## src/rtl/mvm_driver.sv

```systemverilog
// mvm_driver: buffers a k*k matrix and k-vector, replays them to a matrix-vector
// multiplier with load/start pulses, then collects k results. RD_LAT must be >= 1.
module mvm_driver #(
  parameter int k       = 4,
  parameter int b       = 8,
  parameter int RD_LAT  = 1,
  parameter int TIMEOUT = 256
) (
  input  logic           clk,
  input  logic           reset,
  input  logic           in_valid,
  input  logic [b-1:0]   in_data,
  output logic           in_ready,
  output logic           startMatrix,
  output logic           startVector,
  output logic           start,
  output logic [b-1:0]   mvm_data,
  input  logic           done,
  input  logic [2*b-1:0] mvm_result,
  output logic           out_valid,
  output logic [2*b-1:0] out_data,
  output logic           out_last,
  output logic           busy,
  output logic           timeout_err
);

  localparam int unsigned NM = k * k;
  localparam int unsigned NW = k * k + k;
  localparam int unsigned CW = $clog2(NW);
  localparam int unsigned WW = $clog2(TIMEOUT + RD_LAT + k + 1);

  typedef enum logic [2:0] {
    IDLE, LOAD, SEND_M, SEND_V, START, WAIT_DONE, COLLECT
  } state_t;

  state_t         r_state;
  logic [CW-1:0]  r_cnt;
  logic [WW-1:0]  r_wd;
  logic           r_armed;
  logic [b-1:0]   r_buf [NW];
  logic           r_in_ready;
  logic           r_start_m;
  logic           r_start_v;
  logic           r_start;
  logic [b-1:0]   r_mvm_data;
  logic           r_out_valid;
  logic [2*b-1:0] r_out_data;
  logic           r_out_last;
  logic           r_busy;
  logic           r_timeout_err;

  logic           w_accept;
  logic           w_cnt_last;
  logic [CW-1:0]  w_cnt_next;
  logic [WW-1:0]  w_col;

  assign w_accept   = in_valid & r_in_ready;
  assign w_cnt_last = (r_cnt == CW'(NW - 1));
  assign w_cnt_next = w_cnt_last ? '0 : r_cnt + CW'(1);
  // In COLLECT the watchdog is reused as the cycle index after done (1-based).
  assign w_col      = r_wd + WW'(1);

  always_ff @(posedge clk) begin
    if (w_accept) r_buf[r_cnt] <= in_data;
  end

  always_ff @(posedge clk or posedge reset) begin
    if (reset) begin
      r_state       <= IDLE;
      r_cnt         <= '0;
      r_wd          <= '0;
      r_armed       <= 1'b0;
      r_in_ready    <= 1'b0;
      r_start_m     <= 1'b0;
      r_start_v     <= 1'b0;
      r_start       <= 1'b0;
      r_mvm_data    <= '0;
      r_out_valid   <= 1'b0;
      r_out_data    <= '0;
      r_out_last    <= 1'b0;
      r_busy        <= 1'b0;
      r_timeout_err <= 1'b0;
    end else begin
      r_start_m   <= 1'b0;
      r_start_v   <= 1'b0;
      r_start     <= 1'b0;
      r_mvm_data  <= '0;
      r_out_valid <= 1'b0;
      r_out_last  <= 1'b0;
      case (r_state)
        IDLE: begin
          r_in_ready <= 1'b1;
          if (w_accept) begin
            r_state       <= LOAD;
            r_busy        <= 1'b1;
            r_cnt         <= w_cnt_next;
            r_timeout_err <= 1'b0;
          end
        end
        LOAD: begin
          if (w_accept) begin
            r_cnt <= w_cnt_next;
            if (w_cnt_last) begin
              r_state    <= SEND_M;
              r_in_ready <= 1'b0;
              r_start_m  <= 1'b1;
            end
          end
        end
        SEND_M: begin
          if (r_cnt == CW'(NM)) begin
            r_state <= SEND_V;
            r_armed <= 1'b0;
          end else begin
            r_mvm_data <= r_buf[r_cnt];
            r_cnt      <= w_cnt_next;
          end
        end
        // r_armed marks that the idle gap and the start pulse are behind us;
        // the vector is finished once the counter has wrapped back to 0.
        SEND_V: begin
          if (!r_armed) begin
            r_start_v <= 1'b1;
            r_armed   <= 1'b1;
          end else if (r_cnt == '0) begin
            r_state <= START;
            r_armed <= 1'b0;
          end else begin
            r_mvm_data <= r_buf[r_cnt];
            r_cnt      <= w_cnt_next;
          end
        end
        START: begin
          if (!r_armed) begin
            r_start <= 1'b1;
            r_armed <= 1'b1;
          end else begin
            r_state <= WAIT_DONE;
            r_armed <= 1'b0;
            r_wd    <= '0;
          end
        end
        WAIT_DONE: begin
          if (done) begin
            r_state <= COLLECT;
            r_wd    <= '0;
          end else if (r_wd == WW'(TIMEOUT - 1)) begin
            r_state       <= IDLE;
            r_busy        <= 1'b0;
            r_in_ready    <= 1'b1;
            r_timeout_err <= 1'b1;
            r_wd          <= '0;
          end else begin
            r_wd <= w_col;
          end
        end
        COLLECT: begin
          r_wd <= w_col;
          if ((w_col >= WW'(RD_LAT)) && (w_col < WW'(RD_LAT + k))) begin
            r_out_valid <= 1'b1;
            r_out_data  <= mvm_result;
            r_out_last  <= (w_col == WW'(RD_LAT + k - 1));
          end
          if (w_col == WW'(RD_LAT + k)) begin
            r_state    <= IDLE;
            r_busy     <= 1'b0;
            r_in_ready <= 1'b1;
            r_wd       <= '0;
          end
        end
        default: r_state <= IDLE;
      endcase
    end
  end

  assign in_ready    = r_in_ready;
  assign startMatrix = r_start_m;
  assign startVector = r_start_v;
  assign start       = r_start;
  assign mvm_data    = r_mvm_data;
  assign out_valid   = r_out_valid;
  assign out_data    = r_out_data;
  assign out_last    = r_out_last;
  assign busy        = r_busy;
  assign timeout_err = r_timeout_err;

endmodule

```

## config.mk

```make
export PLATFORM = sky130hd
export DESIGN_NAME = mvm_driver
export DESIGN_NICKNAME = d
export VERILOG_FILES = /design/src/rtl/mvm_driver.sv
export SDC_FILE = /design/constraint.sdc
export NUM_CORES = 1
export LEC_CHECK = 0
export BUFFER_PORTS_ARGS = -buffer_cell sky130_fd_sc_hd__buf_4
export CAP_MARGIN = 10
export CORE_UTILIZATION = 35
export CTS_BUF_LIST = sky130_fd_sc_hd__clkbuf_4
export DETAILED_ROUTE_END_ITERATION = 10
export HOLD_SLACK_MARGIN = 0.12
export PLACE_DENSITY = 0.59
export SLEW_MARGIN = 40
export SYNTH_ARGS = -nofsm -noshare
export SYNTH_HDL_FRONTEND = slang
export SYNTH_SLANG_ARGS = --single-unit
```

## constraint.sdc

```tcl
create_clock -name clk -period 3.85 [get_ports clk]
set_input_delay 0.385 -clock clk [delete_from_list [all_inputs] [get_ports clk]]
set_output_delay 0.385 -clock clk [all_outputs]
set_load 0.02 [all_outputs]
```

==> results summary, run 1 <==
The flow ran to the end, and the final reports show no timing, DRC or antenna violations. The cell count after synthesis came out at ~540. The buffer depth of the longest clock path is 3.

The cell that appears most often on the critical path is sky130_fd_sc_hd__ha_1. From synthesis to final layout, the design area changed by 19.4%. Entering global routing, the biggest net connects 51 pins. The upper clock frequency limit came out at 282 MHz.

The final routed wirelength across all metal layers is about 19 mm. The classification of the worst-slack hold path is input pin to flip-flop. The top cell types in the final layout, fill and taps aside, are sky130_fd_sc_hd__edfxtp_1, sky130_fd_sc_hd__clkbuf_4, sky130_fd_sc_hd__buf_4. The number of distinct library cells after synthesis came out at 60. The fraction of layout instances using a drive strength above 1 came out at 0.335. The clock latency reported for the late side of the worst-skew pair is 690 ps. The critical path is of the flip-flop to flip-flop type. The number of failing hold endpoints at the final stage came to 0. The H-tree level count is 2. The initial antenna violation count came out at 0. Synthesis inferred 210 register bits. The signal on the critical path passes through ha_1, and3_4, and3_1, nand3_1, inv_1, ha_1, nand2_1, or4b_2, o31a_1, o31ai_1, buf_4, o211ai_1.

After detailed routing, the average wire length per cell comes to 18.9 µm. The width of the die came out at 160 µm. The clock transition at the register clock pins on the worst setup and hold paths after CTS is ~70 ps. The critical path required time is 4390 ps. The number of buffers created by CTS came out at 53. The total area of sequential cells came out at 6060 µm².

In the synthesized netlist the dominant register cell turns out to be sky130_fd_sc_hd__edfxtp_1. The most common cell after layout, fill and taps aside is sky130_fd_sc_hd__edfxtp_1. Power spread over the standard cell area amounts to 423 nW/µm². The data arrival time of the worst path is 4090 ps. The initial core utilization came out at 0.359.

The number of placement rows is 57. Sorting the synthesized cells by area gives the leading types as sky130_fd_sc_hd__edfxtp_1, sky130_fd_sc_hd__dfrtp_1, sky130_fd_sc_hd__mux4_2, sky130_fd_sc_hd__nand2_1, sky130_fd_sc_hd__nor2_1. The count of nets left with antenna violations once routing finished came out at 0. The slowest stage of the critical path belongs to the cell sky130_fd_sc_hd__or4b_2. Across every metal layer, demand over resource in global routing totals 0.155.

The number of ports placed on the die boundary came out at 60. The setup violation total in the final timing report is 0. The remaining design rule violation count came out at 0. In this run the tightest slew margin relative to its limit is 0.456. The worst setup path is launched from a flip-flop. Summing all multi-input logic gate instances after layout gives 2540 µm².

The global placer's final weighted congestion is 0.826. The average via count per standard cell came out at 5.09. The static leakage is just under 4 nW. A synthesized cell averages 16.3 µm².

The total negative setup slack is 0 ps. The overall power consumption is 4.44 mW. The transition time at the pin with the least slew margin is 813 ps. The sequential cell area fraction in the yosys report is 0.689. The number of resized instances in the post-cts repair step is 0.

The worst path needs 3540 ps of the cycle, external delays included. The maximum single-stage delay on the critical path came out at 630 ps. The count of input and output buffers is 59. The first detailed-routing pass ran for 5 iterations. The number of slew-limit violations in the final report is 0. The first-pass GRT wire length came out at 30.7 mm. The final clock period utilization by the worst path came out at 0.920. The worst setup path is captured at a flip-flop.

Of all cell types, the one taking the most synthesized area is sky130_fd_sc_hd__edfxtp_1. The filler cells instantiated in the layout total 2177. The detailed-route via count is 5210. Counting every net in the synthesized netlist gives 576. The number of DRC markers after the initial detailed-route iteration came out at 310.

The via count of the first global-routing pass was 5535. The proportion of register bits with asynchronous set or reset after synthesis is 0.238. The highest ir drop seen on vdd came out at 248 µV. Counting flops with a built-in enable in the synthesized netlist gives 160. Setup repair after global routing left no endpoint under its margin.

TritonCTS built the clock tree. The post-synth design cell area came out at 8780 µm². The estimated wirelength of the detail-placed design came out at 12.1 mm. The clock sink count came out at 210. The count of warnings emitted by yosys came out at 0.

The root buffer cell is sky130_fd_sc_hd__clkbuf_4. The clock skew came out at 52.6 ps. The maximum net fanout on the critical path is 9. The final-stage net count is 697.

The die covers ~26000 µm². The max-capacitance violation count is 0. The chip height is 160 µm. The core region is 24500 µm². The overflow left after global routing is 0. The number of antenna repair diodes came out at 0. Of the post-synthesis cell area, the dominant cell type holds 0.547.
-- what timing repair did --
| item | in CTS | in global routing |
|---|---|---|
| buffers inserted | 0 | 0 |
| hold endpoints to repair | 229 | 0 |
| setup endpoints to repair | 0 | 0 |
| hold buffers | 26 | 0 |
-- worst paths after layout --
| kind | startpoint | endpoint | slack [ps] | cells after the start |
|---|---|---|---|---|
| min in group asynchronous | reset | r_wd[8]$_DFFE_PP0P_ | 360 | 3 |
| setup / recovery | r_wd[0]$_DFFE_PP0P_ | r_wd[4]$_DFFE_PP0P_ | 310 | 12 |
| setup reg to reg | r_wd[0]$_DFFE_PP0P_ | r_wd[4]$_DFFE_PP0P_ | 310 | 12 |
| max in group asynchronous | reset | r_cnt[0]$_DFFE_PP0P_ | 3010 | 3 |
| hold reg to reg | out_data[13]$_DFFE_PP0P_ | out_data[13]$_DFFE_PP0P_ | 500 | 1 |
| hold / removal | in_valid | busy$_DFFE_PP0P_ | 330 | 4 |
-- cell type report --
| cell class | count | share of cell area |
|---|---|---|
| repair buffers | 93 | 0.0727 |
| flip-flops and latches | 210 | 0.578 |
| well taps | 324 | 0.0386 |
| clock buffers | 80 | 0.0572 |
| clock inverters | 14 | 0.00608 |
| inverters | 16 | 0.00596 |
| multi-input cells | 286 | 0.242 |
-- logic make-up (layout without fill, tap and decap cells) --
family | Yosys count | after routing | synth area share
XOR/XNOR | 5 | 5 | 0.00498
adder cells (fa/ha/maj) | 9 | 9 | 0.0128
flip-flops | 210 | 210 | 0.689
multiplexers | 70 | 70 | 0.143
AND/OR/NAND/NOR | 142 | 142 | 0.0781
buffers and inverters | 43 | 203 | 0.0241
AO/OA/AOI/OAI | 60 | 60 | 0.0476
-- state kept, by name (all words and copies together) (netlist names) --
register     count
r_buf          160
out_data        16
r_wd             9
mvm_data         8
r_cnt            5
r_state          3
busy             1
in_ready         1
out_last         1
out_valid        1
r_armed          1
start            1
startMatrix      1
startVector      1
timeout_err      1
-- where the power goes --
part | total (mW) | switching [mW] | leakage (nW) | internal [mW]
registers | 2.46 | 0.00561 | 2.06 | 2.45
clock network | 1.84 | 0.887 | 0.399 | 0.948
logic | 0.142 | 0.0788 | 1.45 | 0.0628
-- synthesized netlist by cell type (all sizes together), types with 3 or more instances --
cell type    n
buf          9
a221oi       4
nor2        40
nor3b        3
nand3       10
a21oi       16
nor3        10
inv         16
o211ai       5
nor2b        4
a211oi       3
or3          3
ha           9
edfxtp     160
clkbuf      18
nand3b       4
nand2       50
o311ai       4
mux2i        9
o21ai       11
mux4        40
and3         4
mux2        21
dfrtp       50
xnor2        4
-- critical path: cells and delay by family, from the launching register on --
| kind | cells | cell delay, ps |
|---|---|---|
| buffers and inverters | 2 | 270 |
| adder cells (fa/ha/maj) | 2 | 620 |
| AO/OA/AOI/OAI | 3 | 800 |
| flip-flops | 1 | 470 |
| AND/OR/NAND/NOR | 5 | 1230 |
-- through the flow --
step	setup WS, ps	instances	utilization	area (µm²)	hold slack [ps]
floorplan	692	539	-	8780	484
global placement	463	903	0.390	9540	491
detailed placement	356	903	0.390	9550	496
CTS	333	1023	0.428	10500	276
global route	168	1023	0.429	10500	299
finish	308	1023	0.429	10500	334
-- layer usage --
| metal | wire [µm] | vias up | share of wire | GRT usage |
|---|---|---|---|---|
| li1 | - | 2356 | - | - |
| met1 | 8090 | 2604 | 0.42 | 0.197 |
| met2 | 9500 | 208 | 0.49 | 0.258 |
| met3 | 1390 | 42 | 0.072 | 0.0398 |
| met4 | 391 | 0 | 0.020 | 0.0528 |
| met5 | 0 | - | 0 | 0 |
No activity file was read; power rests on OpenSTA's default activity.
==> run 2, diff against run 1 <==
--- a/config.mk
+++ b/config.mk
@@ -7,6 +7,7 @@
 export LEC_CHECK = 0
 export BUFFER_PORTS_ARGS = -buffer_cell sky130_fd_sc_hd__buf_4
 export CAP_MARGIN = 10
+export CORE_ASPECT_RATIO = 1.2
 export CORE_UTILIZATION = 35
 export CTS_BUF_LIST = sky130_fd_sc_hd__clkbuf_4
 export DETAILED_ROUTE_END_ITERATION = 10
==> results summary, run 2 (same netlist as run 1, synthesis figures left out) <==
The initial antenna violation count came out at 0. The buffer depth of the longest clock path is 3. The H-tree level count is 2. The number of DRC markers after the initial detailed-route iteration is 317. Once layout is complete, the utilization of the core stands at 0.426. The max-capacitance violation count is 0. The first-pass GRT wire length is 29.3 mm. The overall die area is 25700 µm². The total negative setup slack came out at 0 ps. The number of optimization iterations in the first detailed-route pass is 5.

The number of resized instances in the post-cts repair step came out at 0. The run finished with clean final reports. The static leakage is 3.93 nW. The area growth from synthesis to layout came out at 19.7%.

The overflow left after global routing is 0. STA puts the critical path data arrival time at ~3800 ps. The upper clock frequency limit came out at 307 MHz. The clock sink count is 210. For this run, the post-layout net count is 697. The number of failing hold endpoints at the final stage came out at 0.

TritonCTS built the clock tree. Ranked by flip-flop count, first place goes to r_buf. The final routed wirelength across all metal layers is approximately 19 mm. Clock tree synthesis inserted a total of 53 buffers.

The width of the die is 147 µm. The clock skew came out at 31.3 ps. The number of placement rows came out at 63. The largest net degree at the start of global routing is 51. The standard cell area after detailed placement is 9550 µm².

The clock latency reported for the late side of the worst-skew pair came out at 640 ps. Summed over all nets, the half-perimeter wirelength after detailed placement is between 10 and 15 mm. Once detail routing completed, the nets flagged for antenna violations numbered 0. The critical path ends at out_data[7]$_DFFE_PP0P_.

Measured in cells, the most critical reg-to-reg path has a length of 11. Prior to clock tree synthesis, the placed netlist has a worst setup slack of 567 ps. For the pin with the worst max-slew slack, the measured transition is 819 ps. The number of setup buffers added after CTS is 0.

The worst flop-to-flop path endpoint is out_data[7]$_DFFE_PP0P_. Of all nets on the critical path, the largest fanout is 18. The top cell types in the final layout, fill and taps aside, are sky130_fd_sc_hd__edfxtp_1, sky130_fd_sc_hd__clkbuf_4, sky130_fd_sc_hd__buf_4.

The number of fill cells in the layout is 2225. The remaining design rule violation count is 0. The all-layer global routing usage is 0.149.

The number of antenna repair diodes came out at 0. The via count of the first global-routing pass is 5410. The global placer's final weighted congestion came out at 0.770. The chip height is 176 µm. The critical path in this run is classified as flip-flop to flip-flop. Setup repair after global routing left no endpoint under its margin. The number of slew-limit violations in the final report came out at 0.

The highest ir drop seen on vdd is 202 µV. In the finished design, the share of the clock period the worst path needs comes to 0.845. The worst-case headroom to the max-slew limit is 0.452.

The initial core utilization came out at 0.356. The setup check on the worst reg-to-reg path leaves a slack of 600 ps. The critical path required time came out at 4350 ps. The mean routed wirelength per cell came out at 18.3 µm. The tree is rooted in a sky130_fd_sc_hd__clkbuf_4. The shortest period the worst path allows is between 3000 and 4000 ps. For this design, the CTS-stage hold fixing added 26 buffers. Setup violations remaining at the end of the flow were counted as 0. The most common cell after layout, fill and taps aside is sky130_fd_sc_hd__edfxtp_1. After detailed routing, the number of vias per cell comes to between 4 and 5. In this run the critical register-to-register path is launched from r_wd[0]$_DFFE_PP0P_. The clock transition at the register clock pins on the worst setup and hold paths after CTS came out at approximately 60 ps. The worst hold path begins at in_valid. The type of element launching the critical path is a flip-flop. The total area of sequential cells came out at 6060 µm². The footprint of the multi-input gates came out at 2530 µm². The power density over the cells came out at 427 nW/µm². The design area came out at 10500 µm². After floorplanning, the core was sized to cover 24700 µm². The count of input and output buffers came out at 59. The fraction of layout instances using a drive strength above 1 is 0.334.

The detailed-route via count is 5108. The number of flip-flops under the largest register name came out at 160. The most critical setup path has its startpoint at r_wd[0]$_DFFE_PP0P_. The tightest min-delay check is of the input pin to flip-flop type. The number of ports placed on the die boundary came out at 60.

Once routing completed, OpenROAD measured the worst setup slack at 597 ps. The worst setup path is captured at a flip-flop.
-- run 2: final cells by class --
type,count,share of cell area
Clock buffer,83,0.0593
Clock inverter,10,0.00655
Inverter,16,0.00595
Multi-Input combinational cell,286,0.241
Sequential cell,210,0.576
Tap cell,325,0.0387
Timing Repair Buffer,93,0.0726
-- run 2: worst max-delay path, stage by stage, from the launching register on --
cell	delay (ps)
sky130_fd_sc_hd__dfrtp_1	470
sky130_fd_sc_hd__ha_1	310
sky130_fd_sc_hd__and3_4	230
sky130_fd_sc_hd__and3_1	180
sky130_fd_sc_hd__nand3_1	100
sky130_fd_sc_hd__inv_1	50
sky130_fd_sc_hd__ha_1	300
sky130_fd_sc_hd__nand2_1	90
sky130_fd_sc_hd__nand3_1	70
sky130_fd_sc_hd__o21ai_0	70
sky130_fd_sc_hd__or4_2	860
sky130_fd_sc_hd__mux2_4	400
-- run 2: worst min path at each step --
stage	endpoint	slack [ps]	depth (start not counted)
final	busy$_DFFE_PP0P_	350	4
after global routing	r_cnt[1]$_DFFE_PP0P_	340	4
after floorplan	r_buf[0][0]$_DFFE_PP_	480	0
after detailed placement	out_data[3]$_DFFE_PP0P_	490	1
after CTS	busy$_DFFE_PP0P_	300	4
after global placement	out_data[11]$_DFFE_PP0P_	490	1
-- run 2: layer usage --
metal	global-route usage	vias up	routed length, µm
li1	-	2364	-
met1	0.183	2547	7660
met2	0.258	162	9540
met3	0.0332	35	1140
met4	0.0521	0	344
met5	0	-	0
-- run 2: through the flow --
| stage | std cells | power, mW | hold slack, ps |
|---|---|---|---|
| 2_1_floorplan | 539 | 2.55 | 484 |
| 3_3_place_gp | 904 | 2.62 | 491 |
| 3_5_place_dp | 904 | 2.63 | 494 |
| 4_1_cts | 1023 | 4.55 | 299 |
| 5_1_grt | 1023 | 4.67 | 336 |
| 6_report | 1023 | 4.48 | 348 |
-- run 2: report_power, final --
| part | leakage [nW] | internal (mW) | switching, mW |
|---|---|---|---|
| Combinational | 1.45 | 0.0626 | 0.0751 |
| Sequential | 2.06 | 2.45 | 0.00573 |
| Clock | 0.413 | 1.04 | 0.848 |
==> run 3, diff against run 2 <==
--- a/config.mk
+++ b/config.mk
@@ -5,6 +5,7 @@
 export SDC_FILE = /design/constraint.sdc
 export NUM_CORES = 1
 export LEC_CHECK = 0
+export ABC_AREA = 1
 export BUFFER_PORTS_ARGS = -buffer_cell sky130_fd_sc_hd__buf_4
 export CAP_MARGIN = 10
 export CORE_ASPECT_RATIO = 1.2
@@ -12,7 +13,7 @@
 export CTS_BUF_LIST = sky130_fd_sc_hd__clkbuf_4
 export DETAILED_ROUTE_END_ITERATION = 10
 export HOLD_SLACK_MARGIN = 0.12
-export PLACE_DENSITY = 0.59
+export PLACE_DENSITY = 0.61
 export SLEW_MARGIN = 40
 export SYNTH_ARGS = -nofsm -noshare
 export SYNTH_HDL_FRONTEND = slang
==> constraint.sdc (replaced) <==
create_clock -name clk -period 2.8 [get_ports clk]
set_input_delay 0.28 -clock clk [delete_from_list [all_inputs] [get_ports clk]]
set_output_delay 0.28 -clock clk [all_outputs]
set_load 0.02 [all_outputs]
==> results summary, run 3 <==
The synthesized area divided by synthesized cell count is 11.2 µm². The number of ports placed on the die boundary came out at 60. The synthesized-area fraction occupied by ao, oa, aoi and oai cells came to 0.0919. The number of DRC markers after the initial detailed-route iteration is 443.

The standard cell area after detailed placement is 9790 µm². Ranked by total cell area, the synthesized netlist is headed by sky130_fd_sc_hd__edfxtp_1, sky130_fd_sc_hd__dfrtp_1, sky130_fd_sc_hd__nand2_1, sky130_fd_sc_hd__nor2_1, sky130_fd_sc_hd__o21ai_0. The remaining design rule violation count came out at 0. The overall power consumption came out at 10.6 mW. The average via count per standard cell came out at between 4 and 5. The largest net degree at the start of global routing came out at 58. The sequential cell area fraction in the yosys report is 0.684. The area of the core region came out at 24800 µm².

Setup total negative slack on the finished layout was measured at 0 ps. The primary flip-flop cell chosen by synthesis mapping is sky130_fd_sc_hd__edfxtp_1. The number of placement rows came out at 63. The number of placed instances, taps included, is 1174. The initial core utilization is 0.357.

The floorplan step defined a die boundary enclosing between 20000 and 30000 µm². The logic gate share of total power is 0.361. The worst pin sits at a relative slew slack of 0.539. The worst setup path is captured at a flip-flop. In this design, the largest share of critical-path delay is due to simple AND/OR/NAND/NOR gates. At the end of the flow the core is filled with cells to 0.435.

The net load switching power is 4.06 mW. The buffer depth of the longest clock path came out at 3. The number of distinct library cells after synthesis is 36. The critical path goes through ha_1, nand2_1, inv_1, nand3_1, inv_1, ha_1, nand2_1, nor2_1, nand3_1, nand2_1, nand3_1, nand2_1, nand2_1. The worst register-to-register path begins at r_wd[1]$_DFFE_PP0P_. Max-cap violations in this run came to 0. The highest ir drop seen on vdd came out at 378 µV. The most common cell type on the critical path is sky130_fd_sc_hd__nand2_1. The repair_antennas step left the layout with diodes totalling 0.

Setup repair after global routing left no endpoint under its margin. The post-route non-filler standard cell count is 1303. The share of synthesized cell area in full adder, half adder and majority cells is 0.0127. After synthesis, the largest family of logic cells by area is simple AND/OR/NAND/NOR gates. The register with the most flip-flops in the layout has 160 of them. The overflow left after global routing came out at 0.

The clock tree synthesis step divided the H-tree into 2 levels. The TritonCTS clock tree is built. The clock skew came out at 69.3 ps. The min-delay analysis places its worst path in the category input pin to async pin. The number of failing hold endpoints at the final stage came out at 0. For this run, the total global-route usage over all layers was measured as 0.168. Yosys mapped a number of flops with a built-in enable equal to 160. The synthesized net count came out at 829. The shortest period the worst path allows is 2160 ps.

Leaving out fill and tap cells, the most frequent cell in the layout is sky130_fd_sc_hd__edfxtp_1. Hold repair after CTS inserted 27 buffers. The number of optimization iterations in the first detailed-route pass came out at 5. The upper clock frequency limit came out at 463 MHz. The finished cells cover 10800 µm². The routed layout has 6336 vias. The synthesized design contains 210 register bits. The number of buffers created by CTS is 55. The proportion of register bits with asynchronous set or reset after synthesis is 0.238. The final-stage net count is 970. Together, buffers and inverters on the worst path number 2.

The count of warnings emitted by yosys is 0. Of the total synthesized cell area, the portion taken by XOR and XNOR cells is 0.00396. The share of synthesized cell area in and, or, nand and nor gates came out at 0.170. The number of nets still failing antenna checks after routing came out at 0. The cell with the most instances after synthesis is sky130_fd_sc_hd__edfxtp_1. The count of input and output buffers is 59. The via count of the first global-routing pass is approximately 6400. The worst hold slack after final layout came out at between 200 and 300 ps. The commonest cells after synthesis are sky130_fd_sc_hd__edfxtp_1, sky130_fd_sc_hd__nand2_1, sky130_fd_sc_hd__nor2_1.

On the worst path, the slowest cell contributes a delay of around 420 ps. The estimated wirelength of the detail-placed design is around 13 mm. The post-synthesis cell count is 792. The number of resized instances in the post-cts repair step came out at 0. The path depth of the worst reg2reg path is 13.

The initial antenna violation count was 0. Before CTS, the worst setup slack after placement is 636 ps. The number of slew-limit violations in the final report was 0. The maximum net fanout on the critical path is 8. The sequential share of power came out at 0.390. The root buffer cell is sky130_fd_sc_hd__clkbuf_4. Of the post-synthesis cell area, the dominant cell type holds 0.543. The final routed wirelength across all metal layers came out at ~21 mm. The clock transition at the register clock pins on the worst setup and hold paths after CTS is 60 ps.

STA puts the critical path data required time at 3310 ps. The floorplan step set the die width to 147 µm. Summing every instance area after synthesis gives 8850 µm².

The fraction of layout instances using a drive strength above 1 is 0.218. Leaving out fill and tap cells, the most frequent cells in the layout are sky130_fd_sc_hd__edfxtp_1, sky130_fd_sc_hd__nand2_1, sky130_fd_sc_hd__nor2_1. Routability-driven placement finished with a final weighted congestion of 0.800. The internal portion of the total power is 6.54 mW.

The share of cell area taken by muxes after synthesis is 0. The clock power share came out at 0.249. CTS saw 210 sinks. The setup slack of the most critical reg-to-reg path came out at 640 ps. The clock reaches the later pin of the worst-skew pair after 700 ps. The mean routed wirelength per cell is about 16 µm. Relative to the synthesized area, the layout overhead comes to 21.8%. For the pin with the worst max-slew slack, the measured transition is 689 ps. The top cell type by total area after synthesis is sky130_fd_sc_hd__edfxtp_1. The critical path in this run is classified as flip-flop to flip-flop. The setup violation total in the final timing report is 0.

The power density over the cells is 984 nW/µm². The fraction of power spent switching nets came out at 0.383. STA classifies the critical path startpoint as a flip-flop. The number of buffers inserted to repair setup after CTS is 0. The first-pass GRT wire length came out at 33.9 mm. Of the available clock period, the critical path in the final layout requires 0.772. The chip height came out at 176 µm. The worst register-to-register path ends at r_state[2]$_DFFE_PP0P_. The post-route worst setup slack came out at 639 ps. Ranked by flip-flop count, first place goes to r_buf.

The static leakage came out at 4.22 nW. The run finished with clean final reports. The largest individual stage delay along the critical path comes from the cell sky130_fd_sc_hd__dfrtp_1.

The data arrival time of the worst path is around 2700 ps.
## run 3: area by class of cell
type                    count  area (µm²)
flip-flops and latches    210        6060
clock inverters            24         125
fillers                  2403       14000
repair buffers            118         966
clock buffers              78         586
well taps                 325         407
inverters                  42         165
multi-input cells         506        2470
## run 3: worst min-delay path: stages
cell	delay (ps)
sky130_fd_sc_hd__dlygate4sd3_1	540
sky130_fd_sc_hd__buf_4	140
sky130_fd_sc_hd__inv_2	480
## run 3: worst max-delay path by stage
stage | to | cells past startpoint | slack, ps | from
after floorplan | r_buf[0][0]$_DFFE_PP_ | 6 | 670 | r_cnt[0]$_DFFE_PP0P_
after global placement | out_data[0]$_DFFE_PP0P_ | 14 | 670 | r_wd[0]$_DFFE_PP0P_
after detailed placement | out_data[15]$_DFFE_PP0P_ | 14 | 640 | r_wd[1]$_DFFE_PP0P_
after CTS | r_state[2]$_DFFE_PP0P_ | 13 | 610 | r_wd[1]$_DFFE_PP0P_
final | r_state[2]$_DFFE_PP0P_ | 13 | 640 | r_wd[1]$_DFFE_PP0P_
after global routing | r_state[1]$_DFFE_PP0P_ | 13 | 440 | r_wd[1]$_DFFE_PP0P_
## run 3: routing by layer
layer	global-route usage	wire, µm
met1	0.222	9290
met2	0.273	9940
met3	0.0390	1640
met4	0.0520	338
met5	0	0
## run 3: power by group through the flow
stage	clock network, mW	logic (mW)	registers [mW]
floorplan	0	2.39	4.29
global placement	0	3.78	4.18
detailed placement	0	3.81	4.18
CTS	2.73	3.85	4.12
global route	2.89	4.27	4.18
finish	2.64	3.83	4.13
## run 3: kinds of logic (layout without fill, tap and decap cells)
family / Yosys count / count (layout)
adders and majority gates: 9 / 9
xor gates and xnor gates: 4 / 4
buffers and inverters: 76 / 262
AOI/OAI and AO/OA: 146 / 146
DFF: 210 / 210
and+or+nand+nor: 347 / 347
